--- src/rtl/bit_stuffer.sv ---
// Serial bit stuffer: inserts a 0 after every STUFF_LEN consecutive 1s and stalls
// upstream while the stuffed bit goes out. Counts stuffed bits per packet.
module bit_stuffer #(
  parameter int STUFF_LEN = 6,
  parameter int CW        = 8
) (
  input  logic          clk,
  input  logic          rst,
  input  logic          inb,
  input  logic          recving,
  input  logic          pause_out,
  output logic          pause_in,
  output logic          outb,
  output logic          sending,
  output logic [CW-1:0] stuff_total,
  output logic          pkt_done,
  output logic [1:0]    dbg_state
);

  localparam int OW = $clog2(STUFF_LEN + 1);

  typedef enum logic [1:0] {
    S_IDLE  = 2'd0,
    S_PASS  = 2'd1,
    S_STUFF = 2'd2
  } state_t;

  // Handshake: upstream bit moves when recving & ~pause_in; output bit moves
  // when sending & ~pause_out. Both are sampled on the same rising clock edge.
  state_t        r_state;
  logic [OW-1:0] r_ones;
  logic [CW-1:0] r_stuff_total;
  logic          r_pkt_done;

  logic          w_stuff;
  logic          w_take_in;
  logic          w_ones_hit;
  logic [OW-1:0] w_ones_next;
  logic          w_total_max;

  assign w_stuff     = (r_state == S_STUFF);
  assign w_take_in   = ~w_stuff & recving & ~pause_out;
  assign w_ones_next = inb ? (r_ones + OW'(1)) : '0;
  assign w_ones_hit  = inb & (r_ones == OW'(STUFF_LEN - 1));
  assign w_total_max = &r_stuff_total;

  // Data path is zero-latency; reset forces the outputs low immediately.
  always_comb begin
    sending  = 1'b0;
    outb     = 1'b0;
    pause_in = 1'b0;
    if (!rst) begin
      if (w_stuff) begin
        sending  = 1'b1;
        outb     = 1'b0;
        pause_in = 1'b1;
      end else begin
        sending  = recving;
        outb     = recving & inb;
        pause_in = (r_state == S_PASS) ? pause_out : (recving & pause_out);
      end
    end
  end

  always_ff @(posedge clk or posedge rst) begin
    if (rst) begin
      r_state       <= S_IDLE;
      r_ones        <= '0;
      r_stuff_total <= '0;
      r_pkt_done    <= 1'b0;
    end else begin
      r_pkt_done <= 1'b0;
      case (r_state)
        S_IDLE: begin
          r_ones <= '0;
          if (recving) begin
            r_stuff_total <= '0;
            r_state       <= S_PASS;
            if (w_take_in) r_ones <= w_ones_next;
          end
        end
        S_PASS: begin
          if (w_take_in) begin
            r_ones <= w_ones_next;
            if (w_ones_hit) r_state <= S_STUFF;
          end else if (!recving) begin
            r_ones     <= '0;
            r_state    <= S_IDLE;
            r_pkt_done <= 1'b1;
          end
        end
        S_STUFF: begin
          // A stuff pending at the packet tail is still sent before closing.
          if (!pause_out) begin
            r_ones <= '0;
            if (!w_total_max) r_stuff_total <= r_stuff_total + CW'(1);
            if (recving) begin
              r_state <= S_PASS;
            end else begin
              r_state    <= S_IDLE;
              r_pkt_done <= 1'b1;
            end
          end
        end
        default: begin
          r_state <= S_IDLE;
          r_ones  <= '0;
        end
      endcase
    end
  end

  assign stuff_total = r_stuff_total;
  assign pkt_done    = r_pkt_done;
  assign dbg_state   = r_state;

endmodule

--- config.mk ---
export PLATFORM = sky130hd
export DESIGN_NAME = bit_stuffer
export DESIGN_NICKNAME = d
export VERILOG_FILES = /design/src/rtl/bit_stuffer.sv
export SDC_FILE = /design/constraint.sdc
export NUM_CORES = 1
export LEC_CHECK = 0
export ABC_AREA = 1
export CAP_MARGIN = 20
export CORE_MARGIN = 2
export CORE_UTILIZATION = 51
export DETAILED_ROUTE_END_ITERATION = 6
export PLACE_DENSITY = 0.78
export SLEW_MARGIN = 40
export SYNTH_ARGS = -nofsm -noshare
export SYNTH_HDL_FRONTEND = slang
export SYNTH_SLANG_ARGS = --single-unit
--- constraint.sdc ---
create_clock -name clk -period 2.1 [get_ports clk]
set_clock_uncertainty 0.1 [all_clocks]
set_input_delay 0.42 -clock clk [delete_from_list [all_inputs] [get_ports clk]]
set_output_delay 0.42 -clock clk [all_outputs]
set_load 0.03 [all_outputs]
# Yosys cells after proc, flatten, opt, wreduce, memory -nomap -nowiden
# Index checks and enable logic that the tools add are counted.
# totals
register_bits	14
in_bits	5
output_inout_bits	14
# classes
addsub	2
eq_ne	8
n_mux	29
bitwise_logic	7
n_reduce_logical	6
# ops
cell	n
two-way mux 8 bit	3
two-way mux 3 bit	6
one-hot mux 8 bit (2 select lines)	1
two-way mux 1 bit	11
two-way mux 2 bit	5
one-hot mux 3 bit (3 select lines)	1
adder 8 x 1 -> 8 bit, second input constant	1
AND reduction 4 bit	2
AND reduction 8 bit	1
inequality test 2 bit, second input constant	3
inequality test 3 bit, second input constant	2
one-hot mux 2 bit (3 select lines)	1
bitwise AND 1 bit	5
adder 3 x 1 -> 3 bit, second input constant	1
equality test 3 bit, second input constant	1
equality test 2 x 1 -> 1 bit, second input constant	1
equality test 2 bit, second input constant	1
zero test 2 bit	1
inverter 1 bit	2
one-hot mux 1 bit (2 select lines)	1
AND reduction 2 bit	1
nonzero test 2 bit	1

# Logic depth before layout (Yosys ltp)
# logic_depth
ltp_word	7
ltp_mapped	9
ltp_nobuf	9

# Worst setup path after synthesis
# Ideal clock, no wire load.
# synth_timing
path_type	register to output
startpoint	reg r_state[0] (netlist: dbg_state[0])
endpoint	out pause_in
t_arrival_ns	1.878
required_time_ns	1.580
path_slack_ns	-0.298
stages_incl_launch_ff	6
n_path_buf	1
path_cell_list	dfrtp_1 inv_1 ha_1 buf_2 nor2_1 a211oi_1
# synth_via
elab_chain_len	4
# synth_lines
item	line_no	source
start: declaration	30	state_t r_state;
start signal: assignment	67	r_state <= S_IDLE;
start signal: assignment	78	r_state <= S_PASS;
start signal: assignment	85	if (w_ones_hit) r_state <= S_STUFF;
equality test 2 x 1 -> 1 bit	60	pause_in = (r_state == S_PASS) ? pause_out : (recving & pause_out);
two-way mux 1 bit	60	
two-way mux 1 bit *	53	if (w_stuff) begin
two-way mux 1 bit *	52	if (!rst) begin
end: declaration	12	output logic pause_in,
# Every way passes the cells marked *; elsewhere a longest branch is shown, timed or not.

# Worst setup path in the final report
# layout_timing
startpoint	in recving
endpoint	out pause_in
# layout_via
elab_chain_len	4
# layout_lines
item	line_no	source
start: declaration	10	input logic recving,
bitwise AND 1 bit	60	
two-way mux 1 bit	60	
two-way mux 1 bit	53	
two-way mux 1 bit	52	
# Every way passes these cells.

==> impl_summary.txt <==
----------------------------------------------------
[Pwr]
  Pleak ... 0.574 nW
  Maximum ir drop on the vdd rail ... 738 uV
  Total power divided by cell area ... 926 mW/mm^2

[Logic synthesis]
  Post-synthesis register bit count ... 14
  Largest cells by area after synthesis ... sky130_fd_sc_hd__dfrtp_1 35%, sky130_fd_sc_hd__nand2_1 13%, sky130_fd_sc_hd__ha_1 8.7%
  Post-synthesis cell type with the largest combined area ... sky130_fd_sc_hd__dfrtp_1
  Warnings, synthesis ... 0
  Share of synthesized registers carrying an async set or reset ... 100%
  Synth top area share ... 34.6%
  Net count after synthesis ... 143
  Post-synthesis area per instance ... 7.73 um^2
  List of most frequent post-synthesis cells ... 34 x sky130_fd_sc_hd__nand2_1, 17 x sky130_fd_sc_hd__inv_1, 14 x sky130_fd_sc_hd__dfrtp_1
  Synth Flop Type ... sky130_fd_sc_hd__dfrtp_1
  Count of different cell masters after synthesis ... 23
  Post-Syn Area ... 0.00101 mm^2
  Proportion of synthesized chip area in sequential cells ... 34.6%
  Number of cells produced by synthesis ... 131
  Count of flip-flops with a built-in enable after synthesis ... 0
  Most frequently used cell type in the post-synthesis netlist ... sky130_fd_sc_hd__nand2_1

[Placement]
  Post-Place Cells ... 175
  Final RePlAce weighted congestion ... 0.891
  Input/output buffers ... 18
  Detail Placement HPWL ... 1590 um
  Post-placement setup slack ... 0.0953 ns

[Route]
  Remaining design rule violation count ... 0
  TritonRoute pass-1 iters ... 4
  Via Count ... 945
  Vias/cell ... 5.25
  Starting DRC count in detailed routing ... 22
  Number of nets with antenna violations after routing ... 0
  Routed len/inst ... 12.0 um
  Detailed Route WL ... 2160 um

[Critical path]
  Launching element of the worst setup path ... recving
  WP data arrival ... 1.53 ns
  Critical path class ... in2out
  Launch instance of the worst register-to-register path ... dbg_state[1]
  Critical path launch point type ... input port
  Critical path capture point type ... output port
  Maximum fanout along the worst path ... 6
  Worst endpoint required time ... 1.58 ns

[Layout]
  Count of fill cells added during filler insertion ... 168
  Layout overhead on the synthesized area ... 25.0%
  Final #Nets ... 167
  Antenna diode count ... 0
  Final Non-Filler Cells ... 180
  Fraction of final layout cells sized beyond drive strength 1 ... 25.5%

[Clock network]
  Quantity of hold-fixing buffers added after cts ... 0
  Clock tree buffer depth ... 2
  Cts bufs inserted ... 3
  Maximum level of the CTS H-tree ... 1
  Sink Count ... 14
  Clock tree from TritonCTS ... done
  Clock slew at reported path FFs ... 0.08 ns
  Clk_lat worst skew ... 0.29 ns
  Root cell of the clock tree ... sky130_fd_sc_hd__clkbuf_4

[GRT]
  All-Layer GR Usage ... 20.7%
  Largest net degree at the start of global routing ... 16
  Remaining global-route overflow ... 0
  Vias in the first global route ... 889
  Initial antenna violation count ... 0
  Global-route wire length before repair ... 3770 um

[STA]
  Headroom to the max-slew limit ... 62.7%
  Hold Vio Cnt, Final ... 0
  Minimum clock period ... 2.05 ns
  Final worst slack ... 0.0481 ns
  Max Fclk ... 0.487 GHz
  Setup violation total in the final timing report ... 0
  Worst slew pin tran ... 0.559 ns
  Slew Viols, Final ... 0
  Post-route fraction of the period consumed by the critical path ... 97.7%

[Floorplan]
  Initial core utilization ... 52.7%
  Vert. Die Dim ... 48.6 um
  # rows ... 16
  Die Span X ... 48.6 um
  Full die area ... 0.00236 mm^2
  Core area ... 0.00192 mm^2
  Num ports ... 19

[Min path]
  Worst Min Path Start ... r_ones[0]
  Min-delay worst type ... reg2reg

[Status]
  Result of the run ... complete, no violations

[Flow run]
  Max Cap Viol ... 0

----------------------------------------------------
-- what timing repair did --
action / 4_1_cts / 5_1_grt
buffers inserted: 0 / 2
resized for setup: 1 / 5
endpoints found under the setup margin: 1 / 1
pin swaps: 0 / 1
-- cell usage in the layout (no fill, tap or decap), types with 2 or more instances in the layout --
cell                              count
sky130_fd_sc_hd__nand2_1             34
sky130_fd_sc_hd__inv_1               15
sky130_fd_sc_hd__clkdlybuf4s50_1     15
sky130_fd_sc_hd__dfrtp_1             13
sky130_fd_sc_hd__nand3_1             12
sky130_fd_sc_hd__nor2_1              10
sky130_fd_sc_hd__o21ai_2              8
sky130_fd_sc_hd__nand2_2              7
sky130_fd_sc_hd__buf_4                6
sky130_fd_sc_hd__ha_1                 5
sky130_fd_sc_hd__a21oi_1              4
sky130_fd_sc_hd__inv_2                3
sky130_fd_sc_hd__clkbuf_4             3
sky130_fd_sc_hd__nand3_2              2
sky130_fd_sc_hd__o21ai_0              2
sky130_fd_sc_hd__or2_2                2
-- registers in the layout, summed over array words and instances (netlist names) --
register,cells
dbg_state,2
pkt_done,1
r_ones,3
stuff_total,8
-- cell families after synthesis --
family,share of synthesized area (%)
simple gates,33.0
buf+inv,9.15
compound gates,13.6
flops,34.6
fa+ha+maj,8.65
mux,0.989
-- layout make-up --
type                       instances  area (um^2)  share of cell area (%)
inverter                          18         67.6                    5.34
timing repair buffer              21          195                    15.4
sequential                        14          352                    27.8
clock buffer                       3         22.5                    1.78
multi-input combinational         97          594                    47.0
tap                               27         33.8                    2.67
-- path summary, 6_finish.rpt --
path | end | slack [ns] | cells past startpoint
max | pause_in | 0.05 | 4
min | r_ones[0] | 0.42 | 1
max reg2reg | dbg_state[0] | 0.26 | 10
min reg2reg | r_ones[0] | 0.42 | 1
max in group asynchronous | dbg_state[0] | 1.02 | 2
min in group asynchronous | dbg_state[1] | 0.48 | 2
-- critical path: stages --
cell,delay (ns)
sky130_fd_sc_hd__clkdlybuf4s50_1,0.59
sky130_fd_sc_hd__nor2_1,0.10
sky130_fd_sc_hd__a211oi_2,0.23
sky130_fd_sc_hd__buf_4,0.19
-- per-stage QoR --
stage	instance area, um^2	utilization [%]	hold WS [ns]	total power [mW]	setup TNS [ns]
3_5_place_dp	1210	63.0	0.408	0.965	0
4_1_cts	1240	64.3	0.420	1.13	0
6_report	1260	65.8	0.418	1.17	0
5_1_grt	1260	65.8	0.452	1.25	-0.0180
2_1_floorplan	1020	-	0.209	0.854	-0.0400
3_3_place_gp	1210	63.0	0.398	0.943	0
-- routing by layer --
metal,up-vias,routed length (um),track usage [%]
met2,23,1090,37.0
met3,7,79,3.09
met4,0,61,11.4
met5,-,0,0
li1,463,-,-
met1,452,932,23.6
-- report_power, final --
part	leakage [nW]	switching (mW)	internal, mW	total, mW
logic	0.369	0.430	0.229	0.658
registers	0.191	0.0459	0.307	0.353
clock network	0.0138	0.0940	0.0668	0.161
total	0.574	0.570	0.602	1.17
No activity file was read; power rests on OpenSTA's default activity.
==> patch, RTL diff (config.mk and constraints unchanged) <==
The parameter `STUFF_LEN` goes from 6 to 5.
--- a/src/rtl/bit_stuffer.sv
+++ b/src/rtl/bit_stuffer.sv
@@ -3,3 +3,3 @@
 module bit_stuffer #(
-  parameter int STUFF_LEN = 6,
+  parameter int STUFF_LEN = 5,
   parameter int CW        = 8
Check against the original RTL: not equivalent (Yosys sat finds a counterexample within 10 cycles, from zero or initial values and one cycle with rst high).
==> patch against the unedited design <==
Synthesized cell count increased by 1.5%. Total power decreased by 0.75%. Combinational power decreased by 1%. Count of clock-buffer cells in the layout unchanged. Worst hold slack improved by 24 ps. Setup slack improved by 74 ps. Sequential power increased by 1%. First-iteration DRC count decreased by 45%. Routed wire length decreased by 4.8%. Non-clock buffer count decreased by 1. Synthesized area increased by 0.62%. Sequential cell count unchanged. Cell area increased by 0.79%. Critical path type unchanged.
==> patch: results (changes against the unedited design) <==
stage,metric,value,unit,change
route,wirelength,2.06,mm,-4.8%
place,place_ws,125,ps,+30.1 ps
yosys,yosys.area_share.adder,0.0860,,-0.000531
worst_setup_path,crit_family,buffers and inverters,,
place,hpwl,1.58,mm,-0.48%
yosys,yosysSeqAreaShare,0.344,,-0.00213
route,wl_met1,882,um,-5.4%
place,port_buffers,18,,unchanged
final_layout,nets,168,,+0.60%
global_routing,use_met3,0.0278,,-0.00309
clock_tree,root_buffer,clkbuf_4,,
global_routing,grtUsageMet1,0.221,,-0.0150
global_routing,grt_pass1_wl,3.53,mm,-6.4%
route,drt_first_iter_violations,12,,-45%
yosys,synth_mux_area_frac,0,,-0.00989
global_routing,use_met2,0.356,,-0.0142
route,vias_per_cell,5.06,,-3.7%
power_and_ir_drop,vdd_drop_max,0.813,mV,+10%
status,status,"complete, no violations",,
final_layout,drive_gt1_frac,0.266,,+0.0113
route,wl_met2,1.10,mm,+0.46%
yosys,avgSynthCellArea,7.66,um2,-0.90%
final_layout,final-instance-count-excl-fill,181,,+0.56%
global_routing,grt_use_total,0.190,,-0.0170
power_and_ir_drop,power.switching,0.559,mW,-1.8%
power_and_ir_drop,clkPwrFrac,0.133,,-0.004
yosys,syn_nets,145,,+1.4%
yosys,synthTopCellsByCount,"32 x nand2_1, 17 x inv_1, 14 x dfrtp_1, 14 x nand3_1, 10 x nor2_1",,
yosys,synth.distinct_cells,22,,-4.3%
route,dr.pass1.iters,6,,+2
timing,worst_slew_pin_slew,561,ps,+1.82 ps
worst_setup_path,cpPeakStageDelay,580,ps,
yosys,synthTopCellsByArea,"dfrtp_1 34%, nand2_1 12%, ha_1 8.6%",,
final_layout,antennaDiodeCount,0,,unchanged
clock_tree,clock_tree.buffer_depth,2,,unchanged
route,wl_met3,73,um,-7.6%
worst_setup_path,crit_arrival,1460,ps,-70 ps
worst_setup_path,critPathMaxFanout,6,,unchanged
power_and_ir_drop,seq-power,0.358,mW,+1%
final_layout,fillers,187,,+11%
yosys,synth_compound_area_frac,0.139,,+0.00285
place,gp_congestion,0.818,,-8.3%
global_routing,grt_pass1_vias,870,,-2.1%
route,route.top_layer_used,met4,,
power_and_ir_drop,leakagePower,0.569,nW,-0.83%
-- patch: cell count changes after synthesis, sizes merged --
cell   delta
inv       +1
mux2i     -1
nand2     -1
nand3     +2
o21ai     +2
o22ai     -1
-- patch: cell type report --
class,count,area (um2),share of cell area
Clock buffer,3,22.5,0.0177
Inverter,19,71.3,0.0559
Multi-Input combinational cell,98,607,0.476
Sequential cell,14,353,0.277
Tap cell,27,33.8,0.0265
Timing Repair Buffer,20,188,0.147
-- patch: what timing repair did --
action	4_1_cts	5_1_grt
resized for setup	1	7
buffers inserted	0	1
endpoints found under the setup margin	1	1
hold buffers	0	0
-- patch: stage by stage --
step           instance area, um2  hold slack, ps   util  setup TNS, ps  power [mW]
6_report                     1270             443  0.663              0        1.16
5_1_grt                      1270             461  0.663              0        1.25
4_1_cts                      1240             437  0.646              0        1.12
3_5_place_dp                 1220             414  0.633              0       0.963
3_3_place_gp                 1220             409  0.633              0       0.950
2_1_floorplan                1030             209      -          -94.8       0.858
-- patch: path summary, 6_finish.rpt --
| check | from | endpoint | slack, ps | cells past startpoint |
|---|---|---|---|---|
| min reg2reg | stuff_total[6]$_DFFE_PP0P_ | stuff_total[6]$_DFFE_PP0P_ | 440 | 2 |
| max | recving | pause_in | 120 | 4 |
| min | stuff_total[6]$_DFFE_PP0P_ | stuff_total[6]$_DFFE_PP0P_ | 440 | 2 |
| max in group asynchronous | rst | dbg_state[1]$_DFFE_PP0P_ | 980 | 2 |
| min in group asynchronous | rst | stuff_total[4]$_DFFE_PP0P_ | 520 | 2 |
| max reg2reg | dbg_state[0]$_DFFE_PP0P_ | stuff_total[1]$_DFFE_PP0P_ | 410 | 9 |
